### config.mk
export PLATFORM = sky130hd
export DESIGN_NAME = cpu_controller
export DESIGN_NICKNAME = d
export VERILOG_FILES = /design/src/rtl/cpu_controller.sv
export SDC_FILE = /design/constraint.sdc
export NUM_CORES = 1
export LEC_CHECK = 0
export CORE_UTILIZATION = 45
export CTS_BUF_LIST = sky130_fd_sc_hd__clkbuf_8 sky130_fd_sc_hd__clkbuf_16
export DETAILED_ROUTE_END_ITERATION = 12
export PLACE_DENSITY = 0.83
export SLEW_MARGIN = 40
export SYNTH_ARGS = -nofsm -noshare
export SYNTH_HDL_FRONTEND = slang
export SYNTH_SLANG_ARGS = --single-unit
### constraint.sdc
create_clock -name clk -period 3.8 [get_ports clk]
set_input_delay 0.57 -clock clk [delete_from_list [all_inputs] [get_ports clk]]
set_output_delay 0.57 -clock clk [all_outputs]
set_load 0.01 [all_outputs]
### src/rtl/cpu_controller.sv
// cpu_controller: instruction register, decoder and control FSM for the
// 5-step RISC machine. Every control output is a flip-flop, so the datapath
// can safely gate its register clocks with these enables.
module cpu_controller (
  input  logic        clk,
  input  logic        reset,
  input  logic        s,
  input  logic        load,
  input  logic [15:0] in,
  output logic        w,
  output logic        write,
  output logic [1:0]  vsel,
  output logic        loada,
  output logic        loadb,
  output logic        loadc,
  output logic        loads,
  output logic        asel,
  output logic        bsel,
  output logic [2:0]  readnum,
  output logic [2:0]  writenum,
  output logic [1:0]  shift,
  output logic [1:0]  ALUop,
  output logic [15:0] sximm8,
  output logic [15:0] sximm5
);

  typedef enum logic [2:0] {
    S_WAIT      = 3'd0,
    S_DECODE    = 3'd1,
    S_WRITE_IMM = 3'd2,
    S_GET_A     = 3'd3,
    S_GET_B     = 3'd4,
    S_ALU       = 3'd5,
    S_WRITE_REG = 3'd6
  } state_t;

  typedef struct packed {
    logic       w;
    logic       write;
    logic [1:0] vsel;
    logic       loada;
    logic       loadb;
    logic       loadc;
    logic       loads;
    logic       asel;
    logic       bsel;
    logic [2:0] readnum;
    logic [2:0] writenum;
    logic [1:0] shift;
    logic [1:0] alu_op;
  } ctrl_t;

  // Idle word: only w is high.
  localparam ctrl_t CTRL_IDLE = ctrl_t'({1'b1, {($bits(ctrl_t) - 1){1'b0}}});

  state_t      state_q, state_d;
  logic [15:0] ir_q, ir_d;
  ctrl_t       ctrl_q, ctrl_d;

  logic [2:0] opcode;
  logic [1:0] op;
  logic [2:0] rn, rd, rm;
  logic [1:0] sh;
  logic       is_movi, is_movr, is_add, is_cmp, is_and, is_mvn;

  assign opcode = ir_q[15:13];
  assign op     = ir_q[12:11];
  assign rn     = ir_q[10:8];
  assign rd     = ir_q[7:5];
  assign sh     = ir_q[4:3];
  assign rm     = ir_q[2:0];

  assign is_movi = (opcode == 3'b110) && (op == 2'b10);
  assign is_movr = (opcode == 3'b110) && (op == 2'b00);
  assign is_add  = (opcode == 3'b101) && (op == 2'b00);
  assign is_cmp  = (opcode == 3'b101) && (op == 2'b01);
  assign is_and  = (opcode == 3'b101) && (op == 2'b10);
  assign is_mvn  = (opcode == 3'b101) && (op == 2'b11);

  // The IR only accepts a new word while idle, so a running instruction is never disturbed.
  always_comb begin
    ir_d = ir_q;
    if ((state_q == S_WAIT) && load) ir_d = in;
  end

  // Next-state sequencing; unsupported encodings fall straight back to WAIT.
  always_comb begin
    state_d = state_q;
    case (state_q)
      S_WAIT:      if (s) state_d = S_DECODE;
      S_DECODE: begin
        if (is_movi)                           state_d = S_WRITE_IMM;
        else if (is_add || is_cmp || is_and)   state_d = S_GET_A;
        else if (is_movr || is_mvn)            state_d = S_GET_B;
        else                                   state_d = S_WAIT;
      end
      S_WRITE_IMM: state_d = S_WAIT;
      S_GET_A:     state_d = S_GET_B;
      S_GET_B:     state_d = S_ALU;
      S_ALU:       state_d = is_cmp ? S_WAIT : S_WRITE_REG;
      S_WRITE_REG: state_d = S_WAIT;
      default:     state_d = S_WAIT;
    endcase
  end

  // Control word for the state being entered, registered on the same edge as the state.
  always_comb begin
    ctrl_d = '0;
    case (state_d)
      S_WAIT:      ctrl_d.w = 1'b1;
      S_WRITE_IMM: begin
        ctrl_d.write    = 1'b1;
        ctrl_d.writenum = rn;
        ctrl_d.vsel     = 2'b10;
      end
      S_GET_A: begin
        ctrl_d.readnum = rn;
        ctrl_d.loada   = 1'b1;
      end
      S_GET_B: begin
        ctrl_d.readnum = rm;
        ctrl_d.loadb   = 1'b1;
      end
      S_ALU: begin
        ctrl_d.shift  = sh;
        ctrl_d.alu_op = is_movr ? 2'b00 : op;
        ctrl_d.asel   = is_movr;
        ctrl_d.loads  = is_cmp;
        ctrl_d.loadc  = ~is_cmp;
      end
      S_WRITE_REG: begin
        ctrl_d.write    = 1'b1;
        ctrl_d.writenum = rd;
        ctrl_d.vsel     = 2'b00;
      end
      default: ctrl_d = '0;
    endcase
  end

  // State, IR and registered control outputs; reset aborts any instruction in flight.
  always_ff @(posedge clk or posedge reset) begin
    if (reset) begin
      state_q <= S_WAIT;
      ir_q    <= '0;
      ctrl_q  <= CTRL_IDLE;
    end else begin
      state_q <= state_d;
      ir_q    <= ir_d;
      ctrl_q  <= ctrl_d;
    end
  end

  assign w        = ctrl_q.w;
  assign write    = ctrl_q.write;
  assign vsel     = ctrl_q.vsel;
  assign loada    = ctrl_q.loada;
  assign loadb    = ctrl_q.loadb;
  assign loadc    = ctrl_q.loadc;
  assign loads    = ctrl_q.loads;
  assign asel     = ctrl_q.asel;
  assign bsel     = ctrl_q.bsel;
  assign readnum  = ctrl_q.readnum;
  assign writenum = ctrl_q.writenum;
  assign shift    = ctrl_q.shift;
  assign ALUop    = ctrl_q.alu_op;

  assign sximm8 = {{8{ir_q[7]}}, ir_q[7:0]};
  assign sximm5 = {{11{ir_q[4]}}, ir_q[4:0]};

endmodule

; Word level (Yosys, flattened, before mapping)
; Cells that the tools add are included.
[totals]
word_cells = 57
register_bits = 38
out_inout_bits = 52
[op_classes]
mux = 15
reduce_logical = 13
bitwise = 1
n_eq_ne = 14
[op_table]
columns = cell, count
row1 = $eq 3x3->1 const B, 7
row2 = $mux 3, 6
row3 = $pmux 3 s2, 3
row4 = $pmux 3 s5, 1
row5 = $eq 3x2->1 const B, 3
row6 = $logic_and 1x1->1, 7
row7 = $logic_not 3->1, 2
row8 = $eq 2x2->1 const B, 2
row9 = $mux 4, 1
row10 = $eq 3x1->1 const B, 1
row11 = $logic_or 1x1->1, 3
row12 = $mux 1, 3
row13 = $eq 2x1->1 const B, 1
row14 = $logic_not 2->1, 1
row15 = $mux 2, 1
row16 = $not 1->1, 1

; Depth between registers and ports, before layout
[depth]
word_depth = 9
depth_mapped = 5
mapped_depth_nobuf = 4

; Worst setup path after synthesis
; Ideal clock, no wire load.
[synth_timing]
path_type = input to register
startpoint = in load
endpoint = reg ir_q[0]
t_arrival_ps = 1448
setup_time_ps = 125
setup_slack_ps = 2227
stages = 3
path_buffers = 1
cell_sequence = nor4b_4 > buf_6 > mux2_2
[synth_via]
elab_chain_len = 1
[synth_lines]
columns = element, line_no
row1 = "start, declared", 8  ; input logic load,
row2 = $logic_and 1x1->1, 83  ; if ((state_q == S_WAIT) && load) ir_d = in;
row3 = "end signal, assigned", 148  ; ir_q <= ir_d;
row4 = "end, declared", 57  ; logic [15:0] ir_q, ir_d;
; No other way between the ends.
; A chain may end at the register's enable or synchronous reset.

; Worst setup path in the final report
[layout_timing]
startpoint = reg ir_q[4]
endpoint = out sximm5[13]
[layout_lines]
columns = element, line_no
row1 = "end, declared", 24  ; output logic [15:0] sximm5
; No word-level cell between the ends.

==> run metrics <==
count of input and output buffers between 60 and 70; Fin Hold WS 530 ps; placed cell count 224; max-cap viol count 0; DR iter-0 viols 17; routed length per instance between 10 and 15 um; CP max-delay cell clkdlybuf4s50_1; share of post-route cells with drive strength above 1 between 20% and 30%; initial core utilization between 40% and 50%; most common library cell in the layout ignoring fill and taps clkdlybuf4s50_1; Clock Sinks 37; wire length of the first global-routing pass 5.49 mm; Pwr Density between 800 and 900 nW/um^2; full die area around 4300 um^2; diodes inserted 0; vias in the first global route roughly 1100; endpoints failing setup 0; type of origin of the critical path register; horizontal die dimension roughly 66 um; vias after detailed routing roughly 1200; final slew viol count 0; synthesized instance count between 100 and 150; share of the core filled with cells ~63%; #FFs+latches synth 37; final layout net count 203; CP endpoint kind output pin; total of warnings raised by yosys 0; antenna violations before repair 0; Max clock buf depth 2; max incr delay on CP just over 600 ps; post-DP HPWL 2.41 mm; chip height 65.6 um; path type of the worst setup path reg -> out; critical path's top delay family buffers and inverters; DR pass1 iterations 4; total detailed-routing wirelength approximately 3.3 mm; Fmax achieved 496 MHz; CTS tree built; EDFF count, synth 0; Async S/R FF share, synth 100%; total power of the final layout ~2.0 mW; Remaining Overflow, GRT 0; startpoint of the tightest hold check path ir_q[6]; total negative slack 0 ps; total of hold buffers inserted after clock tree synthesis 0; slew at the pin closest to its max-slew limit roughly 520 ps; FP Rows 22; part of the Yosys area used for sequential elements between 50% and 60%; last weighted congestion value of the routability-driven placer 0.788; critical path required time ~3200 ps; final critical-path share of the clock period between 50 and 60%; clock transition at the register clock pins on the worst setup and hold paths after CTS 70 ps; worst path bufs/invs 1; worst-skew pair later-pin latency approximately 280 ps; Crit path arrival time 1450 ps; CTS-repair resized insts 0; overall fraction of global-route tracks in use approximately 17%; Syn Area/Cell 12.8 um^2; start point of the critical path ir_q[4]; largest net degree at the start of global routing 38; leading register cell type out of synthesis dfrtp_1; most used cells in the layout excluding fill and tap cells clkdlybuf4s50_1, dfrtp_1, mux2_2; Remaining DRCs 0; CTS Root Cell clkbuf_8; routed vias/inst 4.99; Filler Cell Count 263; core area 3770 um^2; worst IR drop on VDD roughly 640 uV; synthesized cell area approximately 1800 um^2; final number of hold-violating endpoints 0; remaining antenna violation count after routing 0; static leakage 1.03 nW; count of H-tree levels built during CTS 2; area growth from synthesis to layout 30.5%; tightest slew margin relative to the limit approximately two thirds; worst min-delay path class reg -> reg; number of top-level pins just over 70; RSZ-0062 raised after global routing false; Synth cell types 35; Max FO, Critical Path 15; CTS Buf Count 5; Worst Skew roughly 3.1 ps; number of non-filler instances in the completed layout between 200 and 250; startpoint of the worst register-to-register path state_q[2]; result of the run completed; Period minus WS final roughly 2000 ps; ordered cell list for the critical path clkdlybuf4s50_1; Post-CTS Setup Repair Bufs 0
cell families after synthesis:
family	share of synthesized area (%)
buffers and inverters	17.1
flip-flops	50.9
AND/OR/NAND/NOR	12.6
multiplexers	9.90
AO/OA/AOI/OAI	9.28
other	0.206
stage by stage:
stage | worst slack (ps) | cell area (um^2)
after global placement | 1450 | 2280
after floorplan | 2230 | 1820
final | 1780 | 2380
after detailed placement | 1560 | 2290
after CTS | 1750 | 2380
after global routing | 1670 | 2380
area by class of cell:
cell class	count	area [um^2]	share of cell area [%]
Tap cell	48	60.1	2.53
Multi-Input combinational cell	65	586	24.6
Clock inverter	1	3.75	0.158
Timing Repair Buffer	71	706	29.7
Clock buffer	6	82.6	3.48
Inverter	3	11.3	0.474
Sequential cell	37	927	39.0
synthesized netlist by cell type (all sizes together), types with 2 or more instances:
master	instances	area (um^2)
dfrtp	36	901
mux2	16	180
buf	38	300
nor4b	2	32.5
and2b	2	17.5
and3	5	31.3
nor2	4	17.5
nand2	9	41.3
inv	3	11.3
nor3b	3	32.5
nor2b	2	20.0
a22o	4	35.0
a41oi	2	36.3
o31ai	3	22.5
sequential cells by signal, summed over array words and instances, names as in the netlist:
name,cells
ALUop,2
asel,1
ir_q,16
loada,1
loadb,1
loadc,1
loads,1
readnum,3
shift,2
state_q,3
vsel,1
w,1
write,1
writenum,3
routing by layer:
layer | vias to the layer above | GRT usage, % | part of all wire (%) | routed length (um)
li1 | 536 | - | - | -
met1 | 549 | 22.8 | 44 | 1460
met2 | 64 | 26.4 | 47 | 1540
met3 | 4 | 6.25 | 8.0 | 264
met4 | 0 | 5.16 | 0.76 | 25
met5 | - | 0 | 0 | 0
power breakdown:
part,total (mW),switching (mW),internal (mW)
combinational,1.02,0.399,0.621
sequential,0.760,0.204,0.556
clock,0.261,0.120,0.141
final timing paths:
path	slack, ps	cells past startpoint	endpoint
min	530	2	writenum[1]
max in group asynchronous	2760	3	w
max	1780	1	sximm5[13]
max reg2reg	1890	3	ir_q[9]
min reg2reg	530	2	writenum[1]
min in group asynchronous	700	3	ir_q[7]
(Power assumes the default switching activity.)
